<file path="config.mk">
export PLATFORM = sky130hd
export DESIGN_NAME = core_mem_sequencer
export DESIGN_NICKNAME = d
export VERILOG_FILES = /design/src/rtl/core_mem_sequencer.sv
export SDC_FILE = /design/constraint.sdc
export NUM_CORES = 1
export LEC_CHECK = 0
export CAP_MARGIN = 20
export CORE_MARGIN = 2
export CORE_UTILIZATION = 29
export DETAILED_ROUTE_END_ITERATION = 8
export GPL_TIMING_DRIVEN = 0
export PLACE_DENSITY = 0.57
export SETUP_SLACK_MARGIN = 0.05
export SKIP_LAST_GASP = 1
export SYNTH_ARGS = -nofsm -noshare
export SYNTH_HDL_FRONTEND = slang
export SYNTH_SLANG_ARGS = --single-unit
export TNS_END_PERCENT = 10
</file>
<file path="constraint.sdc">
create_clock -name clk -period 2 [get_ports clk]
set_input_delay 0.4 -clock clk [delete_from_list [all_inputs] [get_ports clk]]
set_output_delay 0.4 -clock clk [all_outputs]
set_load 0.005 [all_outputs]
</file>
<file path="src/rtl/core_mem_sequencer.sv">
`default_nettype none
// +------------------------------------------------------------------------+
// | core_mem_sequencer                                                     |
// | Shares one variable-latency memory port between fetch and LDR/STR data |
// | access, pulsing core_en once per committed instruction.                |
// | Revision: 1.0                                                          |
// +------------------------------------------------------------------------+
module core_mem_sequencer #(
  parameter int bus       = 32,
  parameter int TIMEOUT_W = 8
) (
  input  logic           clk,
  input  logic           reset,
  input  logic [bus-1:0] pc_out,
  input  logic           MRE,
  input  logic           MWE,
  input  logic [bus-1:0] memdir,
  input  logic [bus-1:0] memdataout,
  output logic [bus-1:0] instruction,
  output logic [bus-1:0] memdatain,
  output logic           core_en,
  output logic           mem_req,
  output logic           mem_we,
  output logic [bus-1:0] mem_addr,
  output logic [bus-1:0] mem_wdata,
  input  logic [bus-1:0] mem_rdata,
  input  logic           mem_ready,
  input  logic           halt_req,
  output logic           halted,
  output logic [1:0]     err,
  output logic [31:0]    retired
);

  typedef enum logic [2:0] {
    S_IDLE   = 3'd0,
    S_FETCH  = 3'd1,
    S_EXEC   = 3'd2,
    S_DATA   = 3'd3,
    S_COMMIT = 3'd4,
    S_HALT   = 3'd5,
    S_ERROR  = 3'd6
  } state_t;

  state_t               state_q, state_d;
  logic [bus-1:0]       instr_q, instr_d;
  logic [bus-1:0]       memdatain_q, memdatain_d;
  logic [bus-1:0]       addr_q, addr_d;
  logic [bus-1:0]       wdata_q, wdata_d;
  logic                 we_q, we_d;
  logic                 req_q, req_d;
  logic                 core_en_q, core_en_d;
  logic                 halted_q, halted_d;
  logic [1:0]           err_q, err_d;
  logic [31:0]          retired_q, retired_d;
  logic [TIMEOUT_W-1:0] wait_q, wait_d;

  always_comb begin
    state_d     = state_q;
    instr_d     = instr_q;
    memdatain_d = memdatain_q;
    addr_d      = addr_q;
    wdata_d     = wdata_q;
    we_d        = we_q;
    err_d       = err_q;
    retired_d   = retired_q;
    wait_d      = wait_q;
    case (state_q)
      S_IDLE: state_d = S_FETCH;
      S_FETCH: begin
        if (mem_ready) begin
          instr_d = mem_rdata;
          state_d = S_EXEC;
        end else if (&wait_q) begin
          err_d   = 2'b01;
          state_d = S_ERROR;
        end else begin
          wait_d = wait_q + TIMEOUT_W'(1);
        end
      end
      S_EXEC: begin
        if (MRE && MWE) begin
          err_d   = 2'b11;
          state_d = S_ERROR;
        end else if (MRE || MWE) begin
          addr_d  = memdir;
          wdata_d = memdataout;
          we_d    = MWE;
          state_d = S_DATA;
        end else begin
          state_d = S_COMMIT;
        end
      end
      S_DATA: begin
        if (mem_ready) begin
          if (!we_q) memdatain_d = mem_rdata;
          state_d = S_COMMIT;
        end else if (&wait_q) begin
          err_d   = 2'b10;
          state_d = S_ERROR;
        end else begin
          wait_d = wait_q + TIMEOUT_W'(1);
        end
      end
      S_COMMIT: begin
        retired_d = retired_q + 32'd1;
        state_d   = halt_req ? S_HALT : S_FETCH;
      end
      S_HALT:  if (!halt_req) state_d = S_FETCH;
      S_ERROR: state_d = S_ERROR;
      default: state_d = S_IDLE;
    endcase

    // Every path into a request state comes from a different state, so this is "on entry".
    if ((state_d == S_FETCH || state_d == S_DATA) && state_d != state_q) wait_d = '0;
    if (state_d != S_DATA) we_d = 1'b0;
    req_d     = (state_d == S_FETCH) || (state_d == S_DATA);
    core_en_d = (state_d == S_COMMIT);
    halted_d  = (state_d == S_HALT) || (state_d == S_ERROR);
  end

  always_ff @(posedge clk or negedge reset) begin
    if (!reset) begin
      state_q     <= S_IDLE;
      instr_q     <= '0;
      memdatain_q <= '0;
      addr_q      <= '0;
      wdata_q     <= '0;
      we_q        <= 1'b0;
      req_q       <= 1'b0;
      core_en_q   <= 1'b0;
      halted_q    <= 1'b0;
      err_q       <= 2'b00;
      retired_q   <= '0;
      wait_q      <= '0;
    end else begin
      state_q     <= state_d;
      instr_q     <= instr_d;
      memdatain_q <= memdatain_d;
      addr_q      <= addr_d;
      wdata_q     <= wdata_d;
      we_q        <= we_d;
      req_q       <= req_d;
      core_en_q   <= core_en_d;
      halted_q    <= halted_d;
      err_q       <= err_d;
      retired_q   <= retired_d;
      wait_q      <= wait_d;
    end
  end

  // pc_out only moves at the COMMIT edge, so fetch drives it straight through.
  assign mem_addr    = (state_q == S_FETCH) ? pc_out : addr_q;
  assign instruction = instr_q;
  assign memdatain   = memdatain_q;
  assign core_en     = core_en_q;
  assign mem_req     = req_q;
  assign mem_we      = we_q;
  assign mem_wdata   = wdata_q;
  assign halted      = halted_q;
  assign err         = err_q;
  assign retired     = retired_q;

endmodule
`default_nettype wire

</file>
; ---- Yosys cells after proc, flatten, opt, wreduce, memory -nomap -nowiden
; Cells that the tools add are included.
[totals]
reg_bits = 177
in_bits = 134
out_inout_bits = 166
wordCells = 78
[op_classes]
n_addsub = 2
n_eq_ne = 21
mux = 23
bitwise = 2
reduce_logical = 18
[ops]
columns = operator, n
row1 = $add 32x1->32 const B, 1
row2 = $mux 32, 1
row3 = $mux 8, 4
row4 = $mux 3, 7
row5 = $pmux 3 s7, 1
row6 = $eq 3x3->1 const B, 6
row7 = $reduce_and 3->1, 4
row8 = $mux 2, 5
row9 = $ne 2x2->1 const B, 5
row10 = $eq 3x2->1 const B, 3
row11 = $add 8x1->8 const B, 1
row12 = $reduce_and 8->1, 1
row13 = $eq 3x1->1 const B, 2
row14 = $ne 2x1->1 const B, 3
row15 = $pmux 2 s3, 1
row16 = $reduce_and 6->1, 1
row17 = $reduce_bool 2->1, 3
row18 = $mux 1, 4
row19 = $logic_not 3->1, 1
row20 = $logic_or 1x1->1, 3
row21 = $ne 3x2->1 const B, 1
row22 = $ne 3x3->1, 1
row23 = $reduce_bool 3->1, 1
row24 = $logic_and 1x1->1, 2
row25 = 3 further kinds, 4

; ---- Logic depth before layout (Yosys ltp)
[logic_depth]
ltp_word = 9
mapped_depth = 7

; ---- Worst setup path before layout
; No wires, ideal clock.
[synth_path]
path_type = register -> output
from = reg state_q[2]
to = out mem_addr[10]
arrival_ps = 1457
t_required_ps = 1600
slack_ps = 143
path_stages_with_launch = 7
cell_sequence = dfrtp_1 > buf_6 > nor2b_2 > and2_1 > buf_2 > buf_2 > mux2_2
[synth_via]
elab_chain_len = 2
[synth_rtl]
columns = element, line
row1 = start: declaration, 44  ; state_t state_q, state_d;
row2 = start signal: assignment, 136  ; state_q <= state_d;
row3 = $eq 3x1->1, 152  ; assign mem_addr = (state_q == S_FETCH) ? pc_out : addr_q;
row4 = $mux 32, 152
row5 = end: declaration, 24  ; output logic [bus-1:0] mem_addr,
; Every way passes these cells.

; ---- Worst setup path in the final report
[layout_path]
from = reg state_q[1]
to = out mem_addr[28]
; Same word-level chain as after synthesis.

==> impl_metrics.csv <==
group,metric,value,unit
logic_synthesis,yosysUniqueCellTypes,50,
clocking,tritoncts,"built",
setup_path,slowest_delay,0.39,ns
route,routed_wirelength,21300,um
logic_synthesis,yosys.area.top_type_share,58.2,%
setup_path,r2r_slack,0.04,ns
cells_and_area,final.fill_count,2456,
route,wl_per_cell,17.6,um
logic_synthesis,ys.flop_type,"dfrtp_1",
min_path,hp-class,"reg2reg",
status,violations,"setup timing",
clocking,clock-root-buffer,"clkbuf_16",
logic_synthesis,yosys_warnings,0,
status,status,"finished, violations left",
setup_path,crit_chain,"buf_6 > inv_4 > and2_4 > buf_8 > buf_12 > buf_8 > mux2_4 > buf_6",
cells_and_area,nets,1001,
setup_path,arrival,1.92,ns
power,p_sw,4.91,mW
route,ant_nets,0,
logic_synthesis,synth_edf_count,0,
setup_path,worst_r2r_path_depth,5,
placed_design,io_buffers,299,
min_path,holdPathEnd,"retired[31]$_DFFE_PN0P_",
power,vdd.ir_drop.worst,0.711,mV
power,power_frac_seq,34.5,%
setup_path,path_class,"reg2out",
sta,period_share,116,%
sta,setup_viol,92,
sta,rsz0062_at_grt,"yes",
logic_synthesis,yosysTopAreaCell,"dfrtp_1",
logic_synthesis,synth-seq-area-share,58.2,%
power,cellPowerDensity,1410,nW/um^2
floorplanning,core,25900,um^2
setup_path,required,1.60,ns
grt,antenna_found_initial,0,
power,p_clk_share,20.0,%
cells_and_area,drive_gt1_share,30.4,%
grt,grt_pass1_wl,34500,um
logic_synthesis,async_flop_share,100,%
floorplanning,die_y,166,um
setup_path,crit_buf_inv,6,
setup_path,start_kind,"flop",
clocking,clock_latency,0.43,ns
power,power_frac_comb,45.5,%
setup_path,r2r-start,"state_q[2]$_DFF_PN0_",
sta,worst_pin_slew,0.660,ns
sta,setup_ws,-0.319,ns
placed_design,place_hpwl,15500,um
sta,hold_viol_final,0,
logic_synthesis,synth_common_cells,"dfrtp_1 (177), mux2_2 (154), xnor2_1 (28)",
power,p_int,11.9,mW
floorplanning,pin_count,300,
route,drc,0,
clocking,clk_pin_slew,0.07,ns
logic_synthesis,synthesis.nets,668,
grt,grt_pass1_vias,5894,
clocking,cts_sinks,177,
logic_synthesis,syn_area,7610,um^2
logic_synthesis,synth-seq-cells,177,
logic_synthesis,syn_avg_cell_area,14.4,um^2
floorplanning,initial_core_util,29.4,%
cells_and_area,design_area,11900,um^2
sta,slew-limit-headroom,56.0,%
grt,overflow,0,
sta,max_freq,431,MHz
route,drt_iter0_markers,155,
route,num_vias,5549,
job,drv_cap,0,
setup_path,critPathTopFamily,"buffers and inverters",
placed_design,placed_cell_area,11100,um^2
clocking,cts_buffers,17,
setup_path,path_max_fanout,5,
min_path,whs_path_depth,1,
placed_design,place_ws,-0.646,ns
clocking,cts_max_level,4,
cells_and_area,area_delta_synth_final,56.3,%
grt,grt_use_total,15.9,%
grt,grt_max_degree,95,
floorplanning,rows,59,
min_path,hp-start,"retired[31]$_DFFE_PN0P_",
route,dr.pass1.iters,4,
floorplanning,dieArea,27600,um^2
placed_design,gp_congestion,0.732,
sta,fin_crit,2.32,ns
setup_path,cpMaxStageDelayCell,"dfrtp_1",
sta,finalClockSkew,0.0183,ns
power,p_leak,5.02,nW
power,sw_frac_of_total,29.2,%
logic_synthesis,synthTopCellsByArea,"dfrtp_1 (58%), mux2_2 (23%), xnor2_1 (3.2%), nand3_1 (1.4%), nand4_1 (1.2%)",
cells_and_area,num_antenna_cells,0,
setup_path,reg2reg_to,"mem_wdata[0]$_DFFE_PN0P_",
setup_path,end_kind,"output port",
sta,final_max_slew_viol_count,0,
logic_synthesis,syn_inst,530,
clocking,clockBufferDepth,2,
logic_synthesis,synth.most_common_cell,"dfrtp_1",
floorplanning,die_x,166,um
route,avgViaCountPerCell,4.58,
## worst max-delay path by stage
stage / from / endpoint / slack [ns] / cells after the start
after floorplan: state_q[2]$_DFF_PN0_ / mem_addr[10] / 0.14 / 6
after global placement: reset / addr_q[14]$_DFFE_PN0P_ / -7.41 / 1
after detailed placement: MWE / mem_wdata[0]$_DFFE_PN0P_ / -0.65 / 7
after CTS: state_q[2]$_DFF_PN0_ / mem_addr[22] / -0.40 / 8
after global routing: state_q[1]$_DFF_PN0_ / mem_addr[29] / -0.40 / 8
final: state_q[1]$_DFF_PN0_ / mem_addr[28] / -0.32 / 8
## sequential cells by signal, indices dropped and copies added, names as in the netlist
name	count
retired	32
state_q	3
mem_req	1
addr_q	32
mem_we	1
mem_wdata	32
core_en	1
wait_q	8
instruction	32
memdatain	32
halted	1
err	2
## worst reg2reg max path, delay by kind of cell, from the launching register on
kind	cells	cell delay, ns
buffers and inverters	2	0.56
multiplexers	1	0.39
flip-flops	1	0.41
AND/OR/NAND/NOR	2	0.50
## placed cells by master (no fill, tap or decap), drive strengths merged, types with 3 or more instances in the layout
cell           instances
a21o                   3
a21oi                  3
and2                   4
and3                   5
buf                   66
clkbuf                19
clkdlybuf4s50        266
clkinvlp               4
dfrtp                177
ha                     4
inv                   14
mux2                 161
mux2i                  3
nand2                 14
nand2b                 5
nand3                 21
nand4                 15
nor2                  14
nor3                   7
nor3b                  3
nor4                   4
o21ai                  4
xnor2                 28
xor2                   6
## per-stage QoR
step                      power (mW)  TNS (ns)  util, %  instances  hold WS [ns]
final                           16.8    -12.50     45.9       1211         0.477
after global routing            17.9    -21.91     45.9       1211         0.494
after CTS                       16.9    -18.52     45.7       1213         0.484
after detailed placement        12.9    -71.36     42.7       1165         0.447
after global placement          12.9  -1375.62     42.5       1164         0.464
after floorplan                 8.72         0        -        530         0.104
## timing repair
item                                    4_1_cts  5_1_grt
pin swaps                                     1        1
resized for setup                           162       21
setup buffers                                13        0
hold endpoints to repair                     13        0
endpoints found under the setup margin       92      132
cloned                                        2        0
hold buffers                                  1        0
## logic make-up after synthesis
kind of cell / synth area share, %
multiplexers: 24.2
adder cells (fa/ha/maj): 0.658
buffers and inverters: 2.30
flip-flops: 58.2
AO/OA/AOI/OAI: 1.94
AND/OR/NAND/NOR: 8.76
XOR/XNOR: 3.91
## routing by layer
metal / wire length, um / share of wire, % / track usage (%)
met1: 9100 / 43 / 19.9
met2: 10200 / 48 / 25.9
met3: 1720 / 8.1 / 5.65
met4: 263 / 1.2 / 4.65
met5: 0 / 0 / 0
## cell type report
cell class              count  area [um^2]  area share, %
inverters                   7         28.8          0.242
repair buffers            316         3180           26.7
well taps                 335          419           3.52
flip-flops and latches    177         4430           37.2
clock inverters            14          150           1.26
clock buffers              18          429           3.61
plain buffers              19          179           1.50
multi-input cells         325         3080           25.9
## power groups by stage
stage	logic, mW	clock network [mW]	registers, mW
final	7.65	3.37	5.80
after floorplan	2.90	0	5.82
after global routing	8.22	3.66	6.03
after CTS	7.60	3.49	5.81
after detailed placement	7.08	0	5.84
after global placement	7.05	0	5.83
(Power assumes the default switching activity.)
==> RTL change 1: new RTL, config.mk and constraints unchanged <==
`TIMEOUT_W`: 8 -> 9.
--- a/src/rtl/core_mem_sequencer.sv
+++ b/src/rtl/core_mem_sequencer.sv
@@ -8,5 +8,5 @@
 module core_mem_sequencer #(
   parameter int bus       = 32,
-  parameter int TIMEOUT_W = 8
+  parameter int TIMEOUT_W = 9
 ) (
   input  logic           clk,
Formal check against the unedited RTL: same outputs for any inputs over 4 cycles, from zero or initial values and one cycle with reset low; that may be too few to reach the edited logic, so the function may still have changed.
==> RTL change 1 against the original RTL <==
The flow still finishes with violations (negative setup slack); sequential cell count rose by 1; total power increased by 1.7%; wire length down 3.0%; synthesized cell count increased by 0.75%; setup slack gained 0.029 ns; combinational power increased by 3.4%; area after synthesis is 0.87% lower; cell area increased by 1.9%; largest cell class unchanged.
==> RTL change 1: results (changes against the original RTL) <==
- Start point of the worst hold path: MWE
- Result of the run: finished with violations
- Final Setup Violations: 114 (+24%)
- The data arrival time of the critical path was 1.89 ns (-0.03 ns).
- Maximum cell stage delay along the critical path: 0.37 ns (-0.02 ns)
* Initial DRC count: 280 (+81%)
- Slew Limit Headroom: 57.72% (+1.7 points)
* Largest cells by area after synthesis: sky130_fd_sc_hd__dfrtp_1 (59%), sky130_fd_sc_hd__mux2_2 (24%), sky130_fd_sc_hd__xnor2_1 (2.9%), sky130_fd_sc_hd__xor2_1 (1.5%), sky130_fd_sc_hd__nor2_1 (1.2%)
- The path class of the tightest hold or removal check is input pin to flip-flop.
* Met2 Use GR: 23.24% (-2.7 points)
- R2r setup slk: -0.11 ns (-0.15 ns)
- The vias per cell is 4.451 (-2.9%).
- M1 GR Usage: 19.37% (-0.57 points)
- Max Fanout on Critical Path: 8 (+3)
- The register area share after synthesis is 59.05% (+0.84 points).
- Violations in the final reports: negative setup slack
* VDD IR max: 0.0006672 V (-6.2%)
* Met3 layer usage reported by global route: 5.145% (-0.50 points)
* Nets in the synthesized netlist: 673 (+0.75%)
- The post-DP HPWL was 14.46 mm (-6.7%).
- The number of distinct library cells after synthesis came to 41 (-18%).
- The number of cells on the worst hold path came to 3 (+2).
- Ratio of cells with drive above 1 in the final layout: 33.00% (+2.6 points)
- Switching share of power: 28.89% (-0.30 points)
- The total negative slack for setup checks was -11.72 ns (+0.7773 ns).
- After synthesis, the most frequently instantiated cells are sky130_fd_sc_hd__dfrtp_1 (178), sky130_fd_sc_hd__mux2_2 (158), sky130_fd_sc_hd__nor2_1 (25), sky130_fd_sc_hd__xnor2_1 (25), sky130_fd_sc_hd__nand2_1 (19).
- Worst setup margin: -0.2901 ns (+0.02919 ns)
[RTL change 1: per-stage QoR]
| step | setup WS [ns] | utilization, % | hold slack (ns) |
|---|---|---|---|
| 2_1_floorplan | 0.02244 | - | 0.1044 |
| 6_report | -0.2901 | 47.03 | 0.3874 |
| 3_5_place_dp | -1.212 | 42.67 | 0.4507 |
| 5_1_grt | -0.3709 | 47.02 | 0.4009 |
| 3_3_place_gp | -7.408 | 42.55 | 0.4633 |
| 4_1_cts | -0.3498 | 46.18 | 0.4846 |
[RTL change 1: area by class of cell]
type	count	area [µm²]
fill	2391	13650
tap	335	419.2
clock inverter	15	161.4
multi-input combinational	327	3146
inverter	6	22.52
antenna	1	2.502
sequential	178	4456
buffer	23	196.4
clock buffer	17	425.4
timing repair buffer	328	3288
[RTL change 1: cell families after synthesis]
| family | count (synthesis) | share of synthesized area (%) |
|---|---|---|
| flip-flops | 178 | 59.05 |
| multiplexers | 165 | 24.56 |
| AND/OR/NAND/NOR | 104 | 8.144 |
| XOR/XNOR | 38 | 4.412 |
| buffers and inverters | 29 | 1.742 |
| AO/OA/AOI/OAI | 15 | 1.261 |
| adder cells (fa/ha/maj) | 5 | 0.8293 |
[RTL change 1: worst max path at each step]
stage | start | end | slack, ns | cells past startpoint
2_1_floorplan | wait_q[0] | wait_q[0] | 0.02 | 10
3_3_place_gp | reset | mem_wdata[24] | -7.41 | 1
3_5_place_dp | state_q[0] | mem_addr[9] | -1.21 | 6
4_1_cts | state_q[2] | mem_addr[15] | -0.35 | 7
5_1_grt | state_q[2] | mem_addr[28] | -0.37 | 7
6_report | state_q[2] | mem_addr[23] | -0.29 | 7
[RTL change 1: per-layer routing]
metal	wire [µm]	vias to the layer above
met2	9752	200
met4	128	0
met3	1654	8
met1	9088	2689
met5	0	-
li1	-	2578
==> RTL change 2: new RTL, same flow settings <==
Made on the original files. Put one more register stage on the output `retired`, with the module's reset. The value now appears one clock later. The other outputs are not delayed to match.
--- a/src/rtl/core_mem_sequencer.sv
+++ b/src/rtl/core_mem_sequencer.sv
@@ -159,5 +159,11 @@
   assign halted      = halted_q;
   assign err         = err_q;
-  assign retired     = retired_q;
+  always_ff @(posedge clk or negedge reset) begin
+    if (!reset) begin
+      retired <= '0;
+    end else begin
+      retired <= retired_q;
+    end
+  end
 
 endmodule
Formal check against the unedited RTL: no difference found for any inputs over 4 cycles, from zero or initial values and one cycle with reset low; that may be too few to reach the edited logic, so the function may still have changed.
==> RTL change 2 against the original RTL <==
The flow still finishes with violations (negative setup slack); wire length increased by 9.1%; register-to-register slack worse by 0.28 ns; setup slack got worse by 0.10 ns; global-route usage fell by 1.1 points; maximum frequency fell by 4.3%; sequential power grew 12%; area after synthesis increased by 11%; sequential cell count increased by 32; total power is 12% higher; cell area up 10%.
==> RTL change 2: results (changes against the original RTL) <==
- Result of the run: finished with violations
- Violations in the final reports: negative setup slack
* Routed vias: 5850 (+5.4%)
* Clock latency of the later-clocked register in the worst-skew pair: 0.52 ns (+0.09 ns)
- The number of buffers other than clock buffers in the final layout is 343 (+2.4%).
- Number of inverters outside the clock class in the layout: 11 (+4)
- The area of the multi-input gates came to 3102 µm² (+0.69%).
- Lkg Pwr: 0.005747 µW (+14%)
- The final-layout non-clock buffer area share was 26.13% (-2.1 points).
- Maximum cell stage delay along the critical path: 0.44 ns (+0.05 ns)
- The buffer depth of the longest clock path came to 3 (+1).
* Number of fill cells in the layout: 2624 (+6.8%)
- The worst setup slack after layout is -0.4224 ns (-0.1032 ns).
- Routed Wire Length: 23.19 mm (+9.1%)
* Clock Skew: 0.01169 ns (-0.006603 ns)
- The worst hold slack after final layout is 0.4123 ns (-0.06452 ns).
- Total half-perimeter wirelength after legalization and detailed placement: 16.35 mm (+5.5%)
* Number of combinational gates with multiple inputs: 322 (-0.92%)
* Slew at the pin closest to its max-slew limit: 0.7618 ns (+0.1023 ns)
- Instance area after placement: 11940 µm² (+8.0%)
- The post-placement worst setup slack came to -0.9675 ns (-0.3217 ns).
* Share of the final layout cell area in sequential cells: 39.95% (+2.7 points)
* Ratio of cells with drive above 1 in the final layout: 27.23% (-3.1 points)
- The data arrival time of the critical path came to 2.02 ns (+0.10 ns).
* Met2 wire len: 10.65 mm (+4.8%)
* CTS H-tree depth: 1 (-3)
- In the post-synthesis netlist, the biggest area contributors are sky130_fd_sc_hd__dfrtp_1 (62%), sky130_fd_sc_hd__mux2_2 (18%), sky130_fd_sc_hd__mux2_1 (4.0%), sky130_fd_sc_hd__xor2_1 (2.4%), sky130_fd_sc_hd__xnor2_1 (1.3%).
- Sequential share of the synthesized area: 61.97% (+3.8 points)
- The routed length on met3 is 2.137 mm (+24%).
* CP max-delay cell: sky130_fd_sc_hd__dfrtp_2
* Max Fanout on Critical Path: 7 (+2)
- Initial DRC count: 249 (+61%)
- R2r setup slk: -0.24 ns (-0.28 ns)
* Final Setup Violations: 154 (+67%)
- The number of clock buffers in the layout is 35 (+17).
- Nets in the synthesized netlist: 707 (+5.8%)
- The global-route wire length before repair was 35.74 mm (+3.7%).
## RTL change 2: worst paths after layout
path,startpoint,endpoint,depth (start not counted)
worst max-delay path,state_q[1],mem_addr[2],7
worst min-delay path,retired_q[7],retired[7],0
worst max register to register,state_q[1],instruction[11],5
worst min register to register,retired_q[7],retired[7],0
max in group asynchronous,reset,state_q[1],3
min in group asynchronous,reset,instruction[24],2
## RTL change 2: logic make-up after synthesis
kind of cell	count (synthesis)	share of synthesized area [%]
DFF	209	61.97
muxes	167	22.22
and+or+nand+nor	91	6.879
buffers and inverters	37	2.565
xor gates and xnor gates	36	3.736
AOI/OAI and AO/OA	23	1.883
adders and majority gates	5	0.7413
## RTL change 2: where the power goes
| group | leakage [µW] | switching [µW] | total (µW) | internal [µW] |
|---|---|---|---|---|
| Clock | 0.000407 | 1760 | 4490 | 2740 |
| Sequential | 0.00263 | 748 | 6470 | 5730 |
| Combinational | 0.00271 | 2660 | 7870 | 5200 |
